<file path="config.mk">
export PLATFORM = sky130hd
export DESIGN_NAME = dcsr_ctrl
export DESIGN_NICKNAME = d
export VERILOG_FILES = /design/src/rtl/dcsr_pkg.sv /design/src/rtl/dcsr_ctrl.sv
export SDC_FILE = /design/constraint.sdc
export NUM_CORES = 1
export LEC_CHECK = 0
export BUFFER_PORTS_ARGS = -buffer_cell sky130_fd_sc_hd__buf_2
export CORE_MARGIN = 5
export CORE_UTILIZATION = 51
export DETAILED_ROUTE_END_ITERATION = 16
export HOLD_SLACK_MARGIN = 0.12
export PLACE_DENSITY = 0.83
export SYNTH_ARGS = -nofsm -noshare
export SYNTH_HDL_FRONTEND = slang
export SYNTH_SLANG_ARGS = --single-unit
</file>
<file path="constraint.sdc">
create_clock -name clk -period 2.4 [get_ports clk]
set_input_delay 0.24 -clock clk [delete_from_list [all_inputs] [get_ports clk]]
set_output_delay 0.24 -clock clk [all_outputs]
set_load 0.05 [all_outputs]
</file>
<file path="src/rtl/dcsr_pkg.sv">
// Shared definitions for the dCSR sequencing controller: state encoding and
// default geometry of the coefficient datapath.
package dcsr_pkg;

  localparam int DCSR_N   = 4;
  localparam int DCSR_W   = 4;
  localparam int DCSR_LAT = 1;

  typedef enum logic [1:0] {
    IDLE,
    LOAD,
    RUN,
    DONE
  } state_t;

endpackage

</file>
<file path="src/rtl/dcsr_ctrl.sv">
// Sequencing controller for the dCSR serial datapath: accepts an operand set,
// loads it by pulsing dp_reset, gathers N serial coefficients, presents the result.
module dcsr_ctrl
  import dcsr_pkg::*;
#(
  parameter int N   = DCSR_N,
  parameter int W   = DCSR_W,
  parameter int LAT = DCSR_LAT
) (
  input  logic           clk,
  input  logic           reset,
  input  logic           in_valid,
  output logic           in_ready,
  input  logic [N*W-1:0] in_data,
  output logic           out_valid,
  input  logic           out_ready,
  output logic [N*W-1:0] out_data,
  output logic           busy,
  output logic           dp_reset,
  output logic [N*W-1:0] dp_ddata,
  input  logic [W-1:0]   dp_dcoef
);

  localparam int CW = $clog2(LAT + N);
  // Counter value at which the last coefficient arrives.
  localparam logic [CW-1:0] CNT_LAST = CW'(LAT + N - 2);

  state_t         state;
  logic [CW-1:0]  cnt;
  logic [N*W-1:0] hold;
  logic [N*W-1:0] result;

  // NOTE: all state below uses non-blocking assignments so every register
  // samples pre-edge values; blocking here would chain updates within one edge.
  // NOTE: hold and result are small flop registers with defined reset values,
  // so they are reset like the control state rather than left uninitialised.
  always_ff @(posedge clk or negedge reset) begin
    if (!reset) begin
      state  <= IDLE;
      cnt    <= '0;
      hold   <= '0;
      result <= '0;
    end else begin
      case (state)
        IDLE: begin
          if (in_valid) begin
            hold  <= in_data;
            state <= LOAD;
          end
        end
        LOAD: begin
          cnt   <= '0;
          state <= RUN;
        end
        RUN: begin
          cnt <= cnt + CW'(1);
          // Slot k is captured when cnt == k + LAT - 1.
          for (int i = 0; i < N; i++) begin
            if (cnt == CW'(LAT - 1 + i)) result[i*W +: W] <= dp_dcoef;
          end
          if (cnt == CNT_LAST) state <= DONE;
        end
        DONE: begin
          if (out_ready) state <= IDLE;
        end
        default: state <= IDLE;
      endcase
    end
  end

  // NOTE: outputs are decoded straight from state, so an asynchronous reset
  // forces dp_reset high immediately and holds the datapath without a clock.
  assign in_ready  = (state == IDLE);
  assign out_valid = (state == DONE);
  assign busy      = (state != IDLE);
  assign dp_reset  = (state != RUN);
  assign dp_ddata  = hold;
  assign out_data  = result;

endmodule

</file>
# After elaboration in Yosys (flattened, before gate mapping)
# Cells that the tools add are included.
# W data, S select, Z words.
# classes
addsub	1
eq_ne	10
muxes	5
reduce_logical	10
# op_table
cell	n
$reduce_and A2 Y1	5
$pmux W2 S4	1
$eq A3 B2 Y1 const B	2
$mux W2	3
$ne A2 B2 Y1 const B	3
$pmux W3 S2	1
$eq A2 B2 Y1 const B	2
$reduce_bool A2 Y1	2
$add A3 B1 Y3 const B	1
$eq A3 B1 Y1 const B	1
$logic_not A3 Y1	1
$reduce_and A3 Y1	1
$eq A2 B1 Y1 const B	1
$logic_not A2 Y1	1
$ne A2 B1 Y1 const B	1
# totals
regBits	37
in_bits	24
output_inout_bits	36
wordCells	33

# Logic depth before layout (Yosys ltp)
# Gate-level depths: netlist (run 1).
# logic_depth
word_depth	3
mapped_depth	5
mapped_depth_nobuf	5

# Least setup slack after synthesis (run 1)
# No wires, ideal clock.
# synth_timing
path_kind	reg-to-reg
start	register state[0]
end	register state[1]
setup_ns	0.125
arrival_time_ns	2.040
t_required_ns	2.275
slack_ns	0.235
stages_incl_launch_ff	6
path_buffers	0
period_less_slack_ns	2.165
cell_sequence	dfrtp_1 inv_1 ha_1 inv_1 o221a_4 mux2_4
# synth_between
elab_chain_len	3
word_cells_on_any_way	9
classes_between	eq/ne (6); mux (1); reduce/logical (2)
# synth_rtl
item	line	text
from (decl)	dcsr_ctrl.sv:28	state_t state;
from (signal assigned)	dcsr_ctrl.sv:39	state <= IDLE;
from (signal assigned)	dcsr_ctrl.sv:48	state <= LOAD;
from (signal assigned)	dcsr_ctrl.sv:53	state <= RUN;
$logic_not A2 Y1 (*)	-	
named net in_ready	dcsr_ctrl.sv:13	output logic in_ready,
$ne A2 B2 Y1 (no line)	-	
$reduce_and A3 Y1 (no line)	-	
# Mark *: on every way through the listed nets, which the timed path passes. The rest lies on a longest branch.
# A chain may end at the register's enable or synchronous reset.

# Worst setup path in the final report (run 1)
# layout_timing
start	register state[0]
end	output port dp_reset
# layout_between
elab_chain_len	1
# layout_rtl
item	line	text
$ne A2 B2 Y1	dcsr_ctrl.sv:76	assign dp_reset = (state != RUN);
to (decl)	dcsr_ctrl.sv:19	output logic dp_reset,
# Every way passes these cells.

==> impl_metrics.toml, run 1 <==
[die]
num_rows = 20
start_util_pct = 51.6
die_h_um = 64.9
core_area_um2 = 2980
die_w_um = 64.9
dieArea_um2 = 4210
io_pins = 60

[grt]
grt_max_degree = 38
grt_use_total_pct = 16.9
antenna_found_initial = 0
grt_pass1_vias = 1130
grt_pass1_wl_um = 5350
grt.overflow.total = 0

[critical_path]
crit_arrival_ns = 1.43
worstPathMaxFanout = 7
crit_required_ns = 2.16
reg2reg_slack_ns = 0.82
critPathKind = "register to primary output"
startpoint_type = "register"
end_kind = "primary output"

[clock_tree]
cts-root-buf = "clkbuf_4"
cts_buffers = 5
cts_num_sinks = 37
cts_tree = "yes"
clk_pin_slew_ns = 0.10
htreeDepth = 2
ctsLongestPathBuffers = 2
insertion_delay_ns = 0.34

[sta]
finalClockSkew_ns = 0.00841
rsz0062_at_grt = "no"
finalCritPeriodShare_pct = 69.5
setup_viol_count_final = 0
fin_setup_tns_ns = 0
slew_viol_final = 0
finalHoldViolations = 0
fmax_ghz = 0.599
worstMarginPinSlew_ns = 0.821
finalCriticalPeriod_ns = 1.67
relSlewSlack_pct = 45.3
hold_ws_ns = 0.134

[cells_and_area]
final_core_util_pct = 70.6
antenna-diode-count = 0
drive_gt1_share_pct = 55.7
area_growth_syn_to_layout_pct = 36.9
stdcell_area_um2 = 2100
nets = 214
n_fill_cell = 208

[routing]
ant_nets = 0
drc = 0
via_per_inst = 4.96
num_vias = 1071
wire_per_inst_um = 15.3
dr.pass1.iters = 2
first_iter_violations = 30
drt-total-wl_um = 3290

[yosys]
ys_warn_count = 0
synth_top_area_share_pct = 60.3
synth_nets = 134
yosysSeqAreaShare_pct = 60.3
avgSynthCellArea_um2 = 15.1
syn_inst = 102
ys_ff_latch = 37
syn_area_um2 = 1540
synth_top_cell_by_area = "dfrtp_1"
synth_area_leaders = "dfrtp_1, mux2_2, ha_1, inv_1, o221a_4"
synth_cell_types = 16

[worst_hold_path]
hold_class = "primary input to register"

[run_status]
status = "finished, final reports clean"

[placement]
gp_congestion = 0.702
io_buffers = 59
hpwlAfterDp_um = 2330
dpl-instance-area_um2 = 1870

[flow_run]
cap_violations = 0
[critical path, stage by stage (launching register included)]
cell and delay [ns]:
dfrtp_1 0.40, inv_1 0.10, ha_1 0.29, inv_1 0.09, buf_2 0.22
[worst paths after layout]
path / start / endpoint / cells after the start
setup / recovery: state[0] / dp_reset / 4
hold / removal: in_data[3] / dp_ddata[3] / 2
setup reg to reg: state[0] / out_data[0] / 5
hold reg to reg: dp_ddata[8] / dp_ddata[8] / 1
max in group asynchronous: reset / dp_ddata[14] / 2
min in group asynchronous: reset / dp_ddata[3] / 2
[metrics by stage]
step                setup slack [ns]  std cells
floorplan                      0.235        102
global placement               0.899        193
detailed placement             0.830        193
CTS                            0.708        215
global route                   0.606        216
finish                         0.732        216
[cell type report]
type	count	area (µm²)	share of cell area, %
multi-input cells	57	578	27.5
flip-flops and latches	37	926	44.0
inverters	7	26.3	1.25
well taps	33	41.3	1.96
repair buffers	74	445	21.2
clock inverters	1	30.0	1.43
clock buffers	7	55.1	2.62
[logic make-up after synthesis]
logic type,share of synthesized area (%)
buffers and inverters,2.04
and+or+nand+nor,3.75
DFF,60.3
muxes,25.1
AOI/OAI and AO/OA,2.28
adders and majority gates,6.52
[per-layer routing]
| metal | up-vias | wire length, µm | GRT usage [%] |
|---|---|---|---|
| met5 | - | 0 | 0 |
| met4 | 0 | 38 | 5.54 |
| met3 | 4 | 358 | 8.49 |
| met2 | 47 | 1530 | 26.6 |
| met1 | 508 | 1360 | 20.0 |
| li1 | 512 | - | - |
[synth_stat cells]
library cell / count
and2b_2: 1
buf_2: 1
dfrtp_1: 37
ha_1: 8
inv_1: 7
mux2_2: 32
mux2_4: 1
mux2i_1: 1
nand2_1: 4
nand2_2: 1
nand2b_1: 1
nand3_1: 2
nand3b_1: 1
nor2_1: 1
o21ai_0: 3
o221a_4: 1
[what timing repair did]
item | in CTS | in global routing
resized for setup | 0 | 0
buffers inserted | 0 | 0
hold buffers | 14 | 1
endpoints found under the setup margin | 0 | 0
endpoints found under the hold margin | 50 | 1
[state kept, by name (all words and copies together), names as in the netlist]
signal and count:
cnt 3, dp_ddata 16, out_data 16, state 2
[cell usage in the layout (no fill, tap or decap)]
master | synthesis | layout
and2b_2 | 1 | 1
buf_2 | 1 | 59
bufinv_16 | 0 | 1
clkbuf_1 | 0 | 1
clkbuf_4 | 0 | 5
clkbuf_8 | 0 | 1
dfrtp_1 | 37 | 37
dlygate4sd3_1 | 0 | 15
ha_1 | 8 | 8
inv_1 | 7 | 7
mux2_2 | 32 | 32
mux2_4 | 1 | 1
mux2i_1 | 1 | 1
nand2_1 | 4 | 4
nand2_2 | 1 | 1
nand2b_1 | 1 | 1
nand3_1 | 2 | 2
nand3b_1 | 1 | 1
nor2_1 | 1 | 1
o21ai_0 | 3 | 3
o221a_4 | 1 | 1
Power of run 1 is left out: the tool's default activity adds up to more than one toggle a clock period on the data nets, which glitch-free logic cannot reach.
==> run 2: changes to the inputs <==
CORE_UTILIZATION = 47   (was 51)
PLACE_DENSITY = 0.78   (was 0.83)
clock period = 1.6 ns   (was 2.4 ns; I/O delays follow)
==> run 2 against run 1 <==
- flip-flop and latch count stayed put
- global-route usage increased by 0.38 points
- setup slack lost 0.68 ns
- via count increased by 5.1%
- clock skew rose by 0.0047 ns
- clock-buffer cell count unchanged
- cell count up 8.8%
- core utilization grew 1.1 points
- critical path depth unchanged
- largest cell class unchanged
==> impl_metrics.toml, run 2 (synthesized netlist as in run 1, its figures left out) <==
[run_status]
status = "finished, final reports clean"

[cells_and_area]
final_common_cell = "buf_2"
area_growth_syn_to_layout_pct = 44.9
n_fill_cell = 227
instances_no_fill = 235
stdcell_area_um2 = 2220
final_cell_mix = "buf_2, dfrtp_1, mux2_2"
antenna-diode-count = 0
drive_gt1_share_pct = 57.1
nets = 222

[grt]
antenna_found_initial = 0
grt.overflow.total = 0
grt_max_degree = 21
grt_pass1_wl_um = 5690
grt_pass1_vias = 1258
grt_use_total_pct = 17.2

[sta]
worstMarginPinSlew_ns = 0.423
finalClockSkew_ns = 0.0131
fmax_ghz = 0.646
rsz0062_at_grt = "no"
setup_viol_count_final = 0
relSlewSlack_pct = 71.8
slew_viol_final = 0
finalCriticalPeriod_ns = 1.55
finalHoldViolations = 0
finalCritPeriodShare_pct = 96.7

[clock_tree]
cts_buffers = 5
cts-root-buf = "clkbuf_4"
cts_setup_buffers = 0
cts_tree = "yes"
insertion_delay_ns = 0.34
ctsLongestPathBuffers = 2
clk_pin_slew_ns = 0.11
htreeDepth = 2
cts_num_sinks = 37

[routing]
wire_per_inst_um = 15.0
num_vias = 1126
drt-total-wl_um = 3530
first_iter_violations = 23
drc = 0
ant_nets = 0
dr.pass1.iters = 3
via_per_inst = 4.79

[die]
io_pins = 60
core_area_um2 = 3100
die_h_um = 67.2
start_util_pct = 49.5
die_w_um = 67.2
num_rows = 20
dieArea_um2 = 4510

[critical_path]
path_cells = "ha_1 > and2b_2 > nand2_1 > mux2_2"
cp_top_family = "flip-flops"
critPathKind = "register to register"
reg2reg_slack_ns = 0.05
timing.rr.end = "out_data[2]"
crit_required_ns = 1.83
rr_startpoint = "state[1]"
rr_worst_depth = 4
startpoint_type = "register"
end_kind = "register"
crit_arrival_ns = 1.78
slowest_delay_ns = 0.44
cp_slowest_cell = "dfrtp_1"
cp.buffers_inverters = 0
worstPathMaxFanout = 4

[flow_run]
cap_violations = 0

[placement]
hpwlAfterDp_um = 2490
io_buffers = 59
dpl-instance-area_um2 = 1920
gp_congestion = 0.780
dp.cells = 206

[worst_hold_path]
hold_class = "primary input to register"
hold_depth = 3
hold_end = "state[0]"
worstHoldStart = "in_valid"
## run 2: cell count changes in the layout (fill, tap and decap cells not counted), sizes merged
cell / delta
inv: -1
dlygate4sd3: +6
clkbuf: +1
clkinvlp: +1
buf: +1
## run 2: how the worst max path moves through the flow
stage,cells after the start,slack (ns),to,startpoint
6_report,4,0.05,out_data[2],state[1]
5_1_grt,5,0.0003,out_data[2],state[0]
4_1_cts,4,0.05,out_data[7],state[1]
3_5_place_dp,4,0.06,out_data[7],state[1]
3_3_place_gp,5,0.10,out_data[1],state[0]
2_1_floorplan,5,-0.19,state[1],state[1]
## run 2: final cells by class
class	count	area [µm²]	share of cell area, %
inverter	7	30.0	1.35
timing repair buffer	82	536	24.1
sequential	37	926	41.6
clock inverter	1	30.0	1.35
clock buffer	7	55.1	2.47
tap	44	55.1	2.47
multi-input combinational	57	593	26.7
## run 2: metrics by stage
stage                     setup TNS (ns)  setup WS (ns)  utilization, %  hold slack [ns]
after global placement                 0          0.104            62.0            0.111
after floorplan                   -0.196         -0.188               -           -0.136
after detailed placement               0         0.0622            62.0            0.121
after CTS                              0         0.0464            71.5            0.257
final                                  0         0.0526            71.7            0.260
after global routing                   0       0.000263            71.7            0.257
## run 2: metal layers
| metal | up-vias | track usage [%] | wire length [µm] |
|---|---|---|---|
| met3 | 6 | 7.82 | 342 |
| li1 | 524 | - | - |
| met1 | 545 | 19.1 | 1440 |
| met2 | 51 | 29.3 | 1710 |
| met5 | - | 0 | 0 |
| met4 | 0 | 5.82 | 38 |
## run 2: worst reg2reg max path: stages (launching register included)
cell     delay (ns)
dfrtp_1        0.44
ha_1           0.24
and2b_2        0.23
nand2_1        0.17
mux2_2         0.36
## run 2: what timing repair did
action,4_1_cts,5_1_grt
endpoints found under the setup margin,0,4
hold buffers,21,0
gates resized for setup,0,2
hold endpoints to repair,69,0
Power of run 2 is left out for the same reason.
==> run 3: changes to the inputs <==
CORE_UTILIZATION = 51   (was 47)
PLACE_DENSITY = 0.83   (was 0.78)
clock period = 1.9 ns   (was 1.6 ns; I/O delays follow)
==> run 3 against run 2 <==
- global-route usage shrank 0.49 points
- critical path depth is the same
- cell count shrank 7.2%
- routed wire length decreased by 7.8%
- critical endpoint is now dp_reset
==> impl_metrics.toml, run 3 (synthesized netlist as in run 1, its figures left out) <==
[critical_path]
cp_top_family = "buffers and inverters"
end_kind = "primary output"
path_cells = "inv_1 > ha_1 > inv_1 > buf_2"
worstPathMaxFanout = 7
path_common_cell = "inv_1"
cp.buffers_inverters = 3
crit_required_ns = 1.71
cp_slowest_cell = "dfrtp_1"
crit_arrival_ns = 1.46
critPathKind = "register to primary output"
startpoint_type = "register"
slowest_delay_ns = 0.39

[clock_tree]
cts_num_sinks = 37
post_cts_resized = 0
ctsLongestPathBuffers = 2
cts_tree = "yes"
clk_pin_slew_ns = 0.09
cts_buffers = 5
cts_setup_buffers = 0
cts-root-buf = "clkbuf_4"
insertion_delay_ns = 0.32
htreeDepth = 2

[cells_and_area]
final_cell_mix = "buf_2, dfrtp_1, mux2_2"
n_fill_cell = 224
area_growth_syn_to_layout_pct = 36.9
antenna-diode-count = 0
multi_input_area_um2 = 591
nets = 216
seq_area_um2 = 926
drive_gt1_share_pct = 55.1
final_common_cell = "buf_2"
stdcell_area_um2 = 2100

[placement]
gp_congestion = 0.750
dpl-instance-area_um2 = 1880
io_buffers = 59
hpwlAfterDp_um = 2410

[die]
core_area_um2 = 2980
io_pins = 60
die_h_um = 64.9
dieArea_um2 = 4210
num_rows = 20
start_util_pct = 51.6
die_w_um = 64.9

[grt]
grt.overflow.total = 0
antenna_found_initial = 0
grt_use_total_pct = 16.8
grt_pass1_vias = 1222
grt_pass1_wl_um = 5360
grt_max_degree = 38

[sta]
setup_viol_count_final = 0
finalCriticalPeriod_ns = 1.65
relSlewSlack_pct = 48.1
rsz0062_at_grt = "no"
finalCritPeriodShare_pct = 87.1
fin_setup_tns_ns = 0
slew_viol_final = 0
finalClockSkew_ns = 0.00300
fmax_ghz = 0.604
worstMarginPinSlew_ns = 0.778
finalHoldViolations = 0

[run_status]
status = "finished, final reports clean"

[routing]
via_per_inst = 4.95
wire_per_inst_um = 14.9
first_iter_violations = 23
ant_nets = 0
drt-total-wl_um = 3250
drc = 0
dr.pass1.iters = 2
num_vias = 1079

[flow_run]
cap_violations = 0

[worst_hold_path]
hold_class = "primary input to register"
## run 3: final timing paths
check                                  from           end  slack (ns)  cells past startpoint
worst min-delay path            dp_dcoef[0]   out_data[4]        0.15                      2
worst max-delay path               state[0]      dp_reset        0.25                      4
worst min register to register  dp_ddata[1]   dp_ddata[1]        0.51                      1
min in group asynchronous             reset  out_data[15]        0.48                      2
max in group asynchronous             reset  dp_ddata[11]        0.93                      2
worst max register to register     state[0]   out_data[6]        0.28                      5
## run 3: area by class of cell
class,instances,share of cell area [%]
Timing Repair Buffer,76,22.1
Multi-Input combinational cell,57,28.1
Clock buffer,8,2.32
Inverter,7,1.43
Sequential cell,37,44.0
Tap cell,33,1.96
## run 3: through the flow
step	cells	utilization [%]	hold WS [ns]	setup WS [ns]
final	218	70.6	0.154	0.246
after floorplan	102	-	-0.106	0.0588
after global placement	193	63.2	0.291	0.368
after detailed placement	193	63.2	0.316	0.291
after global routing	218	70.6	0.149	0.125
after CTS	218	70.6	0.144	0.227
## run 3: per-layer routing
| metal | track usage [%] | wire, µm |
|---|---|---|
| met1 | 17.8 | 1240 |
| met2 | 30.1 | 1650 |
| met4 | 6.33 | 53 |
| met5 | 0 | 0 |
| met3 | 5.89 | 310 |
## run 3: repair_timing
action | 4_1_cts | 5_1_grt
hold buffers | 17 | 0
hold endpoints to repair | 53 | 0
setup endpoints to repair | 0 | 0
Power of run 3 is left out for the same reason.
